===== src/rtl/cpu_pkg.sv =====
// cpu_pkg: shared opcodes, sequencer states, instruction field positions and op predicates
package cpu_pkg;
  localparam logic [2:0] OP_ADD = 3'd0;
  localparam logic [2:0] OP_SUB = 3'd1;
  localparam logic [2:0] OP_AND = 3'd2;
  localparam logic [2:0] OP_OR  = 3'd3;
  localparam logic [2:0] OP_XOR = 3'd4;
  localparam logic [2:0] OP_MUL = 3'd5;
  localparam logic [2:0] OP_DIV = 3'd6;
  localparam logic [2:0] OP_CMP = 3'd7;
  localparam int OP_MSB = 7;
  localparam int OP_LSB = 5;
  localparam int RD_MSB = 4;
  localparam int RD_LSB = 3;
  localparam int RS_MSB = 2;
  localparam int RS_LSB = 1;
  typedef enum logic [2:0] {S_IDLE, S_FETCH, S_DECODE, S_EXEC, S_WAIT, S_WB} state_t;
  function automatic logic is_multi(input logic [2:0] op);
    return op == OP_MUL || op == OP_DIV;
  endfunction
endpackage


===== src/rtl/cpu_sequencer_seq_timeout_ctr.sv =====
// seq_timeout_ctr: clearable enabled counter flagging its MAX-th counted cycle
module seq_timeout_ctr
  import cpu_pkg::*;
#(
  parameter int MAX = 16
) (
  input  logic clk,
  input  logic rst,
  input  logic clr,
  input  logic en,
  output logic tc
);
  localparam int W = $clog2(MAX);
  logic [W-1:0] cnt;
  assign tc = cnt == W'(MAX - 1);
  always_ff @(posedge clk or posedge rst)
    if (rst) cnt <= '0;
    else if (clr) cnt <= '0;
    else if (en && !tc) cnt <= cnt + 1'b1;
endmodule


===== src/rtl/cpu_sequencer.sv =====
// cpu_sequencer: fetch/decode/exec/wait/writeback sequencer owning the program counter
module cpu_sequencer
  import cpu_pkg::*;
#(
  parameter int PC_W        = 8,
  parameter int ALU_TIMEOUT = 16
) (
  input  logic            clk,
  input  logic            rst,
  input  logic            start,
  input  logic            stop,
  input  logic            instr_valid,
  input  logic [7:0]      instr,
  output logic            instr_ready,
  output logic [PC_W-1:0] pc,
  output logic [1:0]      rf_raddr_a,
  output logic [1:0]      rf_raddr_b,
  output logic [1:0]      rf_waddr,
  output logic            rf_we,
  output logic            flag_we,
  output logic [2:0]      alu_sel,
  output logic            alu_start,
  input  logic            alu_done,
  output logic            busy,
  output logic            err
);
  state_t state, nxt;
  logic [7:0] ir;
  logic [2:0] op;
  logic hs, tc, unused_rsvd;
  assign hs = instr_valid && instr_ready;
  assign op = ir[OP_MSB:OP_LSB];
  assign alu_sel = op;
  assign rf_raddr_a = ir[RD_MSB:RD_LSB];
  assign rf_raddr_b = ir[RS_MSB:RS_LSB];
  assign rf_waddr = ir[RD_MSB:RD_LSB];
  assign busy = state != S_IDLE;
  assign unused_rsvd = ir[0];
  seq_timeout_ctr #(.MAX(ALU_TIMEOUT)) u_ctr (
    .clk(clk),
    .rst(rst),
    .clr(state != S_WAIT),
    .en (state == S_WAIT),
    .tc (tc)
  );
  always_comb begin
    nxt = state;
    unique case (state)
      S_IDLE:   nxt = start ? S_FETCH : S_IDLE;
      S_FETCH:  nxt = hs ? S_DECODE : stop ? S_IDLE : S_FETCH;
      S_DECODE: nxt = S_EXEC;
      S_EXEC:   nxt = is_multi(op) ? S_WAIT : S_WB;
      S_WAIT:   nxt = alu_done ? S_WB : tc ? S_IDLE : S_WAIT;
      S_WB:     nxt = stop ? S_IDLE : S_FETCH;
      default:  nxt = S_IDLE;
    endcase
  end
  always_ff @(posedge clk or posedge rst)
    if (rst) begin
      state       <= S_IDLE;
      ir          <= '0;
      pc          <= '0;
      instr_ready <= 1'b0;
      alu_start   <= 1'b0;
      rf_we       <= 1'b0;
      flag_we     <= 1'b0;
      err         <= 1'b0;
    end else begin
      state       <= nxt;
      ir          <= hs ? instr : ir;
      pc          <= hs ? pc + 1'b1 : pc;
      instr_ready <= nxt == S_FETCH;
      alu_start   <= nxt == S_EXEC;
      rf_we       <= nxt == S_WB && op != OP_CMP;
      flag_we     <= nxt == S_WB && op == OP_CMP;
      err         <= (state == S_IDLE && start) ? 1'b0 : (state == S_WAIT && !alu_done && tc) ? 1'b1 : err;
    end
endmodule


===== config.mk =====
export PLATFORM = sky130hd
export DESIGN_NAME = cpu_sequencer
export DESIGN_NICKNAME = d
export VERILOG_FILES = /design/src/rtl/cpu_pkg.sv /design/src/rtl/cpu_sequencer_seq_timeout_ctr.sv /design/src/rtl/cpu_sequencer.sv
export SDC_FILE = /design/constraint.sdc
export NUM_CORES = 1
export LEC_CHECK = 0
export CORE_ASPECT_RATIO = 0.5
export CORE_MARGIN = 5
export CORE_UTILIZATION = 40
export DETAILED_ROUTE_END_ITERATION = 10
export PLACE_DENSITY = 0.73
export SLEW_MARGIN = 20
export SYNTH_ARGS = -nofsm -noshare
export SYNTH_HDL_FRONTEND = slang
export SYNTH_SLANG_ARGS = --single-unit

===== constraint.sdc =====
create_clock -name clk -period 1.46 [get_ports clk]
set_clock_uncertainty 0.15 [all_clocks]
set_input_delay 0.292 -clock clk [delete_from_list [all_inputs] [get_ports clk]]
set_output_delay 0.292 -clock clk [all_outputs]
set_load 0.005 [all_outputs]

==> flow_summary.ini <==
[die]
die-area_um2 = 4330
fp.dieH_um = 49.1
core_um2 = 2960
rows = 14
die_w_um = 88.1
ios = 37
start_util_pct = 41.3

[final_layout]
nets = 184
final_util_pct = 65.0
multi_input_area_um2 = 559
drive_gt1_share_pct = 35.9
antenna_cells = 0
seq_area_um2 = 676
fillCellCount = 237
fin_cells = 207
areaGrowthSynthToFinish_pct = 57.6

[job]
cap_violations = 0

[critical_path]
critPathRequiredTime_ps = 1020
crit_arrival_ps = 1170
crit_fanout = 2
crit_slowest_cell = dfrtp_1
crit_path_end_kind = primary output
critPathMaxStageDelay_ps = 390
start_kind = flip-flop
critPathKind = reg2out
path_cells = or3_4, buf_6

[placement]
dp.cells = 186
hpwlAfterDp_um = 1850
port_buffers = 35
gp_congestion = 0.751

[grt]
grt_use_met1_pct = 15.2
grtUsageMet2_pct = 22.5
gr-usage-met3_pct = 3.54
grt_pass1_wl_um = 4350
grt_busiest_layer = met2
grt_pass1_vias = 918
grt-ovfl-total = 0
grt_util_all_layers_pct = 12.9
antenna_found_initial = 0
grt_max_degree = 28

[clock_tree]
cts-root-buf = clkbuf_8
clockBufferDepth = 2
cts-htree-levels = 1
cts_buffers = 3
cts_sinks = 27
cts_tree = built
clk_latency_ps = 280
clk_pin_slew_worst_paths_ps = 90

[routing]
drc_errors = 0
wirelength_um = 2750
drtPass1Iterations = 2
drt-wirelength-per-cell_um = 13.3
drtIter0Drc = 28
vias = 978
viasPerCell = 4.72
antenna_left = 0

[yosys]
synth_cell_types = 34
synth_edf_count = 0
yosysWarnings = 0
ys_ff_latch = 27
synth-seq-area-share_pct = 55.3
synth-async-reset-ratio_pct = 100
syn_avg_cell_area_um2 = 12.0
synth_fp_nets = 118
yosys-top-cells-area = dfrtp_1, mux2_2, xnor2_1
ys.flop_type = dfrtp_1
syn_area_um2 = 1220
syn_inst = 102
ys_top_cells_by_count = dfrtp_1, mux2_2, nand2_1
synth_top_cell_by_area = dfrtp_1
synth_top_area_share_pct = 55.3
synth.most_common_cell = dfrtp_1

[sta]
setup_ws_ps = -155
slew_headroom_pct = 75.2
post-route-min-period_ps = 1620
finalSetupViolCount = 6
hold_viol_final = 0
fin_crit_sh_pct = 111
slew_violations = 0
setup_tns_ps = -588
rsz0062_at_grt = yes
fmax_mhz = 619
tightestPinTransition_ps = 369
fin_worst_hold_slack_ps = 180

[status]
status = finished with violations
violations = negative setup slack

[pwr]
ir_drop_mv = 0.728
power_density_nw_per_um2 = 1660
p_leak_nw = 0.934

[min_path]
hold_class = in2async
==> registers in the layout, indices dropped and copies added, names as in the netlist <==
name	flops
instr_ready	1
flag_we	1
pc	8
err	1
ir	7
alu_start	1
state	3
rf_we	1
u_ctr.cnt	4
==> logic make-up after synthesis <==
group           count (synthesis)  synth area share [%]
flops                          27                  55.3
simple gates                   42                  21.5
compound gates                  6                  2.97
xor+xnor                        9                  6.46
buf+inv                         7                  3.48
mux                             9                  8.20
fa+ha+maj                       2                  2.05
==> power by group <==
| part | switching (W) | internal, W | leakage, nW |
|---|---|---|---|
| logic | 0.000683 | 0.000961 | 0.564 |
| clock network | 0.000237 | 0.000194 | 0.0217 |
| registers | 0.000120 | 0.000991 | 0.349 |
| total | 0.00104 | 0.00215 | 0.934 |
==> metrics by stage <==
stage | setup slack [ps] | instance area (µm²) | power (W)
CTS | -164 | 1860 | 0.00309
global placement | -292 | 1710 | 0.00257
finish | -155 | 1920 | 0.00319
floorplan | -19.4 | 1230 | 0.00188
detailed placement | -325 | 1710 | 0.00262
global route | -189 | 1920 | 0.00341
==> path summary, 6_finish.rpt <==
| path | from | endpoint | slack, ps | cells past startpoint |
|---|---|---|---|---|
| worst max-delay path | state[2] | busy | -160 | 2 |
| worst min-delay path | rst | pc[7] | 180 | 3 |
| worst max register to register | state[0] | rf_we | -150 | 5 |
| worst min register to register | ir[1] | ir[1] | 360 | 1 |
| max in group asynchronous | rst | ir[6] | 830 | 3 |
| min in group clk | instr_valid | pc[2] | 230 | 3 |
==> what timing repair did <==
item | CTS | global route
hold buffers | 0 | 0
pin swaps | 2 | 4
resized for setup | 34 | 9
hold endpoints to repair | 0 | 0
setup buffers | 13 | 4
endpoints found under the setup margin | 30 | 16
==> per-layer routing <==
metal / share of wire (%) / vias up
met3: 3.5 / 5
met4: 1.6 / 0
met2: 53 / 13
met5: 0 / -
met1: 42 / 476
li1: - / 484
==> layout make-up <==
class / count / share of cell area (%)
Timing Repair Buffer: 65 / 30.1
Sequential cell: 27 / 35.1
Tap cell: 40 / 2.60
Multi-Input combinational cell: 68 / 29.1
Inverter: 3 / 0.585
Clock inverter: 1 / 0.390
Clock buffer: 3 / 2.15
==> worst max-delay path, delay by kind of cell (launching register included) <==
family | cells | cell delay [ps]
flops | 1 | 390
buf+inv | 1 | 120
simple gates | 1 | 390
==> cells in the final DEF (no fill, tap or decap), drive strengths merged <==
cell,synthesis,final
xor2,2,2
nor3b,4,4
inv,3,3
clkinvlp,0,1
nand2,8,8
and3,2,2
mux2i,1,1
o21a,1,1
xnor2,7,7
o21ai,1,1
or3,1,1
a31oi,1,1
ha,2,2
dfrtp,27,27
clkbuf,0,3
nand4,2,2
mux2,8,8
nand2b,2,2
dlymetal6s2s,0,1
nor3,5,5
dlygate4sd2,0,22
nand3b,1,1
or3b,1,1
a21oi,2,2
nand3,5,5
clkdlybuf4s50,0,11
o31ai,1,1
nand4b,1,1
buf,4,31
and4,1,1
nand4bb,1,1
nor4,1,1
nor2,7,7
Power figures use the tool's default switching activity.
==> variant, RTL diff (same settings) <==
Register the output `err` once more, with the module's reset; this adds one clock of latency there. The other outputs are not delayed to match.
--- a/src/rtl/cpu_sequencer.sv
+++ b/src/rtl/cpu_sequencer.sv
@@ -24,6 +24,8 @@
   output logic            busy,
   output logic            err
 );
+
+  logic err_s0;
   state_t state, nxt;
   logic [7:0] ir;
   logic [2:0] op;
@@ -64,7 +66,7 @@
       alu_start   <= 1'b0;
       rf_we       <= 1'b0;
       flag_we     <= 1'b0;
-      err         <= 1'b0;
+      err_s0      <= 1'b0;
     end else begin
       state       <= nxt;
       ir          <= hs ? instr : ir;
@@ -73,7 +75,15 @@
       alu_start   <= nxt == S_EXEC;
       rf_we       <= nxt == S_WB && op != OP_CMP;
       flag_we     <= nxt == S_WB && op == OP_CMP;
-      err         <= (state == S_IDLE && start) ? 1'b0 : (state == S_WAIT && !alu_done && tc) ? 1'b1 : err;
+      err_s0      <= (state == S_IDLE && start) ? 1'b0 : (state == S_WAIT && !alu_done && tc) ? 1'b1 : err_s0;
     end
+  always_ff @(posedge clk or posedge rst) begin
+    if (rst) begin
+      err <= '0;
+    end else begin
+      err <= err_s0;
+    end
+  end
+
 endmodule
 
Function: no difference found for any inputs over 10 cycles, from zero or initial values and one cycle with rst high; that may be too few to reach the edited logic, so the function may still have changed.
==> variant against the original RTL <==
- the flow still finishes with violations (setup timing)
- routed wire length fell by 5.6%
- via count fell by 1.8%
- synthesized area rose by 2.2%
- highest routed layer unchanged
- die area rose by 1.8%
- combinational power rose by 2%
- worst setup slack got worse by 0.0040 ns
- final area fell by 2.7%
- total power rose by 1.1%
- sequential share of layout area rose by 2.3 points
- maximum frequency fell by 0.25%
- synthesized cell count rose by 2.0%
- sequential cell count rose by 1
==> variant: results (changes against the original RTL) <==
metric,value,unit,change
RR Endpoint,instr_ready$_DFF_PP0_,,was rf_we$_DFF_PP0_
reg2reg setup slack,-0.02,ns,was -0.15 ns
Compound-Gate Fraction of Synth Area,5.416,%,was 2.971%
Max VDD drop,0.6693,mV,was 0.7281 mV
initial antenna violation count,0,,unchanged
R2R depth,6,,was 5
failing checks,setup timing,,unchanged
"Seq/Total Area, Yosys",56.17,%,was 55.33%
wire length per cell,12.73,um,was 13.28 um
total negative slack,-0.1773,ns,was -0.5882 ns
Pre-antenna DRT Iters,4,,was 2
Cell variety after synth,33,,was 34
vias in the first global route,1030,,was 918
Inst Count DP,189,,was 186
Finished Layout Cells,204,,was 207
commonest cells in the netlist,"28 x dfrtp_1, 9 x nand2_1, 8 x mux2_2",,"was 27 x dfrtp_1, 8 x mux2_2, 8 x nand2_1"
"Net count, final",182,,was 184
first-pass GRT wire length,4.588,mm,was 4.353 mm
Initial DRC Count,12,,was 28
pre-CTS setup slack,-0.3104,ns,was -0.3246 ns
Setup crit start,state[1]$_DFF_PP0_,,was state[2]$_DFF_PP0_
Max Fanout on Critical Path,2,,unchanged
Final Setup Violations,2,,was 6
Area after DPL,1732,um2,was 1705 um2
Synth Area in XOR/XNOR,6.319,%,was 6.455%
dpl hpwl,1.939,mm,was 1.852 mm
Total GRT Usage,13.27,%,was 12.92%
Hold Slack,0.1827,ns,was 0.1804 ns
status,"complete, but fails checks",,unchanged
PwrDens,1719,nW/um2,was 1655 nW/um2
Filler cells,230,,was 237
Mapped Cells,104,,was 102
RR Startpoint,state[2]$_DFF_PP0_,,was state[0]$_DFF_PP0_
Final Wtd Congestion,0.7917,,was 0.7507
adder-cell share of the synthesized area,2.006,%,was 2.049%
syn_nets,120,,was 118
setup ws final,-0.1592,ns,was -0.1552 ns
largest cells by area after synthesis,"dfrtp_1 56%, mux2_2 7.2%, xnor2_1 4.9%",,"was dfrtp_1 55%, mux2_2 7.4%, xnor2_1 5.0%"
via count,960,,was 978
H-tree levels,1,,unchanged
Static Leak,0.9109,nW,was 0.9340 nW
share of cells above drive strength 1,32.93,%,was 35.93%
[variant: layout make-up]
| type | count | share of cell area, % |
|---|---|---|
| inverter | 3 | 0.6012 |
| multi-input combinational | 69 | 28.99 |
| clock buffer | 3 | 2.204 |
| timing repair buffer | 61 | 28.12 |
| sequential | 28 | 37.41 |
| tap | 40 | 2.672 |
[variant: report_power, final]
group          total, mW  internal [mW]  switching, mW
Sequential          1.13           1.02          0.112
Combinational       1.68          0.952          0.726
Clock              0.411          0.185          0.225
[variant: logic make-up after synthesis]
family,count (synthesis)
compound gates,8
xor+xnor,9
simple gates,41
flops,28
buf+inv,7
mux,9
fa+ha+maj,2
[variant: critical path, stage by stage (launching register included)]
cell and delay (ns):
dfrtp_1 0.38, or3_4 0.39, buf_6 0.13
[variant: how the worst max path moves through the flow]
stage / slack, ns / end / cells after the start
2_1_floorplan: 0.05 / busy / 2
4_1_cts: -0.16 / busy / 2
3_3_place_gp: -0.27 / pc[7]$_DFFE_PP0P_ / 5
6_report: -0.16 / busy / 2
5_1_grt: -0.20 / busy / 2
3_5_place_dp: -0.31 / pc[7]$_DFFE_PP0P_ / 5
[variant: routing by layer]
metal	GRT usage (%)	wire (um)
met1	15.18	1065
met2	24.63	1423
met3	3.993	98
met4	2.228	8
met5	0	0
[variant: repair_timing]
action,in CTS,in global routing
resized for setup,37,4
setup endpoints to repair,26,11
buffers inserted,12,0
pin swaps,3,0
